### config.mk
export PLATFORM = sky130hd
export DESIGN_NAME = seg7_capture
export DESIGN_NICKNAME = d
export VERILOG_FILES = /design/src/rtl/seg7_pkg.sv /design/src/rtl/seg7_pattern_decode.sv /design/src/rtl/seg7_capture.sv
export SDC_FILE = /design/constraint.sdc
export NUM_CORES = 1
export LEC_CHECK = 0
export CAP_MARGIN = 5
export CORE_MARGIN = 2
export CORE_UTILIZATION = 53
export DETAILED_ROUTE_END_ITERATION = 6
export PLACE_DENSITY_LB_ADDON = 0.12
export SLEW_MARGIN = 0
export SYNTH_ARGS = -nofsm -noshare
export SYNTH_HDL_FRONTEND = slang
export SYNTH_SLANG_ARGS = --single-unit
export TNS_END_PERCENT = 30
### constraint.sdc
create_clock -name clk -period 3.5 [get_ports clk]
set_input_delay 0.35 -clock clk [delete_from_list [all_inputs] [get_ports clk]]
set_output_delay 0.35 -clock clk [all_outputs]
set_load 0.01 [all_outputs]
### src/rtl/seg7_pkg.sv
// Shared 7-segment definitions: segment bit order, active-low digit patterns and the
// decode result / filter state types used by the capture path.
package seg7_pkg;

    // Bit positions within a 7-bit segment vector (a..g, MSB first)
    localparam int unsigned SEG_A = 6;
    localparam int unsigned SEG_B = 5;
    localparam int unsigned SEG_C = 4;
    localparam int unsigned SEG_D = 3;
    localparam int unsigned SEG_E = 2;
    localparam int unsigned SEG_F = 1;
    localparam int unsigned SEG_G = 0;

    // Active-low patterns; 6 and 9 use the tailed forms
    localparam logic [6:0] SEG7_0     = 7'h01;
    localparam logic [6:0] SEG7_1     = 7'h4F;
    localparam logic [6:0] SEG7_2     = 7'h12;
    localparam logic [6:0] SEG7_3     = 7'h06;
    localparam logic [6:0] SEG7_4     = 7'h4C;
    localparam logic [6:0] SEG7_5     = 7'h24;
    localparam logic [6:0] SEG7_6     = 7'h20;
    localparam logic [6:0] SEG7_7     = 7'h0F;
    localparam logic [6:0] SEG7_8     = 7'h00;
    localparam logic [6:0] SEG7_9     = 7'h04;
    localparam logic [6:0] SEG7_BLANK = 7'h7F;

    typedef enum logic [1:0] {
        KindDigit   = 2'd0,
        KindBlank   = 2'd1,
        KindInvalid = 2'd2
    } seg7_kind_e;

    typedef enum logic [1:0] {
        StIdle,
        StCommit,
        StHeld
    } seg7_filt_state_e;

endpackage

### src/rtl/seg7_pattern_decode.sv
// Combinational classifier: active-low 7-segment pattern -> digit value, blank or invalid.
module seg7_pattern_decode
    import seg7_pkg::*;
(
    input  logic [6:0] pattern,
    output seg7_kind_e kind,
    output logic [3:0] value
);

    always_comb begin
        kind  = KindDigit;
        value = 4'd0;
        case (pattern)
            SEG7_0:     value = 4'd0;
            SEG7_1:     value = 4'd1;
            SEG7_2:     value = 4'd2;
            SEG7_3:     value = 4'd3;
            SEG7_4:     value = 4'd4;
            SEG7_5:     value = 4'd5;
            SEG7_6:     value = 4'd6;
            SEG7_7:     value = 4'd7;
            SEG7_8:     value = 4'd8;
            SEG7_9:     value = 4'd9;
            SEG7_BLANK: kind  = KindBlank;
            default:    kind  = KindInvalid;
        endcase
    end

endmodule

### src/rtl/seg7_capture.sv
// Recovers per-digit BCD values from a multiplexed active-low 7-segment bus:
// two-flop synchroniser, stability filter, one-hot select check and register bank.
module seg7_capture
    import seg7_pkg::*;
#(
    parameter int unsigned NUM_DIGITS    = 4,
    parameter int unsigned STABLE_CYCLES = 16,
    localparam int unsigned IDX_W = (NUM_DIGITS > 1) ? $clog2(NUM_DIGITS) : 1
) (
    input  logic                    clk,
    input  logic                    reset,
    input  logic [6:0]              seg_n,
    input  logic [NUM_DIGITS-1:0]   dig_n,
    input  logic                    err_clr,
    output logic [4*NUM_DIGITS-1:0] bcd,
    output logic [NUM_DIGITS-1:0]   digit_valid,
    output logic [NUM_DIGITS-1:0]   blank,
    output logic [NUM_DIGITS-1:0]   err,
    output logic                    upd,
    output logic [IDX_W-1:0]        upd_idx
);

    localparam int unsigned CW = $clog2(STABLE_CYCLES + 1);
    localparam int unsigned OW = NUM_DIGITS + 7;
    localparam logic [CW-1:0] CNT_LAST = CW'(STABLE_CYCLES - 1);

    logic [6:0]            seg_s1, seg_s2;
    logic [NUM_DIGITS-1:0] dig_s1, dig_s2;
    logic [OW-1:0]         obs, prev_obs_q, prev_obs_d;
    logic [CW-1:0]         cnt_q, cnt_d;
    seg7_filt_state_e      state_q, state_d;
    logic                  fire;
    logic                  one_hot;
    logic                  commit;
    logic [IDX_W-1:0]      idx;
    seg7_kind_e            kind;
    logic [3:0]            value;

    assign obs = {dig_s2, seg_s2};

    // Reset to all ones: no digit selected, all segments off
    always_ff @(posedge clk) begin
        if (reset) begin
            seg_s1     <= '1;
            seg_s2     <= '1;
            dig_s1     <= '1;
            dig_s2     <= '1;
            prev_obs_q <= '1;
            cnt_q      <= '0;
            state_q    <= StIdle;
        end else begin
            seg_s1     <= seg_n;
            seg_s2     <= seg_s1;
            dig_s1     <= dig_n;
            dig_s2     <= dig_s1;
            prev_obs_q <= prev_obs_d;
            cnt_q      <= cnt_d;
            state_q    <= state_d;
        end
    end

    always_comb begin
        prev_obs_d = prev_obs_q;
        cnt_d      = cnt_q;
        state_d    = state_q;
        fire       = 1'b0;
        if (obs != prev_obs_q) begin
            prev_obs_d = obs;
            cnt_d      = CW'(1);
            state_d    = StIdle;
        end else if (state_q == StIdle) begin
            cnt_d = cnt_q + CW'(1);
            if (cnt_q == CNT_LAST) begin
                fire    = 1'b1;
                state_d = StCommit;
            end
        end else begin
            // Saturated: a held pattern never re-commits
            state_d = StHeld;
        end
    end

    always_comb begin
        one_hot = $onehot(~dig_s2);
        idx     = '0;
        for (int i = 0; i < NUM_DIGITS; i++) begin
            if (!dig_s2[i]) idx = IDX_W'(i);
        end
    end

    assign commit = fire && one_hot;

    seg7_pattern_decode u_decode (
        .pattern (seg_s2),
        .kind    (kind),
        .value   (value)
    );

    always_ff @(posedge clk) begin
        if (reset) begin
            bcd         <= '0;
            digit_valid <= '0;
            blank       <= '0;
            err         <= '0;
            upd         <= 1'b0;
            upd_idx     <= '0;
        end else begin
            upd <= commit;
            if (err_clr) err <= '0;
            // Later bit assignment lets a same-edge commit error win over err_clr
            if (commit) begin
                upd_idx <= idx;
                case (kind)
                    KindDigit: begin
                        bcd[{idx, 2'b00} +: 4] <= value;
                        digit_valid[idx]       <= 1'b1;
                        blank[idx]             <= 1'b0;
                    end
                    KindBlank: begin
                        blank[idx]       <= 1'b1;
                        digit_valid[idx] <= 1'b0;
                    end
                    default: begin
                        err[idx]         <= 1'b1;
                        digit_valid[idx] <= 1'b0;
                        blank[idx]       <= 1'b0;
                    end
                endcase
            end
        end
    end

endmodule

==> results.ini, run 1 <==
[run_status]
status = completed

[timing]
hold_viol_final = 0
tns_ps = 0
tightest_slew_ps = 730
fin_crit_sh_pct = 87.2
rsz0062_at_grt = no
maxSlewViolCount = 0
finalSetupViolCount = 0
timing.fmax_ghz = 0.328
slew_headroom_pct = 51.3
fin_skew_ps = 7.71
min_period_ps = 3050

[die]
die-area_sq_um = 6120
num_io_pins = 45
die_h_microns = 78.2
rows = 27
die_w_microns = 78.2
coreArea_sq_um = 5410
initial_core_util_pct = 54.1

[placed_design]
io_buffers = 44
gp_congestion = 0.870
place_hpwl_microns = 3740

[global_routing]
grt_pass1_vias = 1991
grt_pass1_wl_microns = 9250
antenna_found_initial = 0
grtUsageTotal_pct = 19.3
grt_overflow_total = 0
grt_max_degree = 52

[layout]
area_growth_pct = 24.4
num-fill-cells = 455
drive_gt1_share_pct = 18.3
n_antenna_cell = 0
fin_util_pct = 67.2
nNetsFinal = 352

[clock_tree]
postCtsSetupRepairBufs = 0
clkTransAtPathRegs_ps = 80
cts.htree.levels = 3
numCtsBuffers = 9
cts.hold.buffers_added = 0
insertion_delay_ps = 340
cts_resized = 0
clockBufferDepth = 2
tritoncts = yes
cts.sinks = 71
clockRootBuffer = clkbuf_8

[synthesis]
synth-edff-count = 0
async_reset_ff_share_pct = 0
yosys_most_used_dff = dfxtp_1
muxShareOfSynthArea_pct = 5.48
synth.distinct_cells = 49
yosysSeqAreaShare_pct = 48.7
synth_fa_ha_area_share_pct = 2.40
synth_compound_area_share_pct = 8.44
synthCells = 294
syn-num-nets = 313
ys_seq_elements = 71
synth_top_family_by_area = simple AND/OR/NAND/NOR gates
postSynthAreaPerCell_sq_um = 9.94
yosysWarnings = 0
syn_area_sq_um = 2920
synth-simple-area-share_pct = 27.0
yosys.area_share.xor_xnor_pct = 4.50

[setup_path]
worstSetupPathType = flop to flop
endpoint_kind = flop
worstPathRequired_ps = 3720
arrival_ps = 3270
crit_path_max_fanout = 9
worstSetupStartpointType = flop

[power_and_ir_drop]
p_per_area_nw_per_um2 = 475
vdd_drop_max_uv = 329
leakagePower_nw = 1.37

[drt]
wl_per_cell_microns = 12.8
ant_nets = 0
first_iter_violations = 159
num_vias = 2096
vias_per_cell = 5.11
drt-total-wl_microns = 5250
dr.pass1.iters = 4
drc_errors = 0

[min_path]
hp-class = flop to flop

[run]
cap_violations = 0

-- area by class of cell --
cell class / instances / area (sq um) / share of cell area (%)
Sequential cell: 71 / 1420 / 39.1
Multi-Input combinational cell: 197 / 1400 / 38.5
Timing Repair Buffer: 46 / 450 / 12.4
Clock buffer: 9 / 124 / 3.41
Clock inverter: 7 / 120 / 3.31
Tap cell: 72 / 90.1 / 2.48
Inverter: 8 / 30.0 / 0.826
-- cell usage after synthesis, types with 6 or more instances --
cell | count | area, sq um
dfxtp_1 | 71 | 1420
or2_2 | 33 | 206
nor2_1 | 20 | 75.1
nand2b_1 | 17 | 106
mux2i_1 | 16 | 160
clkbuf_1 | 14 | 52.6
xnor2_1 | 12 | 105
nand2_1 | 10 | 37.5
inv_1 | 8 | 30.0
a21oi_1 | 7 | 35.0
nor2b_1 | 6 | 37.5
o21ai_0 | 6 | 30.0
-- through the flow --
| stage | std cells | instance area, sq um | setup WS, ps | total power, mW | hold WS, ps |
|---|---|---|---|---|---|
| floorplan | 294 | 2920 | 679 | 0.931 | 389 |
| global placement | 394 | 3390 | 562 | 0.957 | 390 |
| detailed placement | 394 | 3390 | 477 | 0.960 | 393 |
| CTS | 410 | 3630 | 464 | 1.74 | 410 |
| global route | 410 | 3630 | 292 | 1.80 | 416 |
| finish | 410 | 3630 | 449 | 1.73 | 405 |
-- placed cells by master, fill, tap and decap left out, types with 4 or more instances in the layout --
cell type / synthesis / routed
dfxtp_1: 71 / 71
ha_1: 4 / 4
a211oi_1: 4 / 4
a21oi_1: 7 / 7
nor3b_1: 4 / 4
and4_1: 4 / 4
nor3_1: 4 / 4
or2_2: 33 / 33
clkbuf_8: 0 / 9
nand3_1: 4 / 4
nand2b_1: 17 / 17
clkdlybuf4s50_1: 0 / 43
nor2b_1: 6 / 6
a21o_1: 4 / 4
nand2_1: 10 / 10
mux2i_1: 16 / 16
inv_1: 8 / 8
nor2_1: 20 / 20
o21ai_0: 6 / 6
nand4_1: 4 / 4
xnor2_1: 12 / 12
-- cell families (layout without fill, tap and decap cells) --
| group | Yosys count | count (layout) |
|---|---|---|
| simple gates | 125 | 125 |
| flops | 71 | 71 |
| compound gates | 36 | 36 |
| buf+inv | 26 | 70 |
| mux | 16 | 16 |
| xor+xnor | 15 | 15 |
| fa+ha+maj | 5 | 5 |
-- final timing paths --
path,end,cells past startpoint,startpoint,slack (ps)
max,bcd[4],9,dig_s2[3],450
min,seg_s2[6],1,seg_s1[6],400
max reg2reg,bcd[4],9,dig_s2[3],450
min reg2reg,seg_s2[6],1,seg_s1[6],400
-- where the power goes --
part	switching, mW	internal, mW
combinational	0.0524	0.0491
clock	0.311	0.475
sequential	0.0151	0.824
-- metal layers --
layer | global-route usage, % | share of wire (%) | routed length, microns
met4 | 10.5 | 2.3 | 122
met2 | 29.8 | 46 | 2430
met1 | 25.5 | 48 | 2500
met5 | 0 | 0 | 0
met3 | 3.56 | 3.7 | 195
-- critical path: stages, from the launching register on --
cell and delay (ps):
dfxtp_1 410, fa_1 510, inv_1 40, ha_1 170, ha_1 290, or3b_1 400, or4_4 510, nor4_4 290
o21ai_2 180, mux2i_1 140
(Power assumes the default switching activity.)
==> run 2: changes to the inputs <==
CAP_MARGIN = unset   (was 5)
GPL_ROUTABILITY_DRIVEN = 0   (was unset)
==> results of run 2 <==
The final DEF is identical to that of run 1; final timing and power are the same.
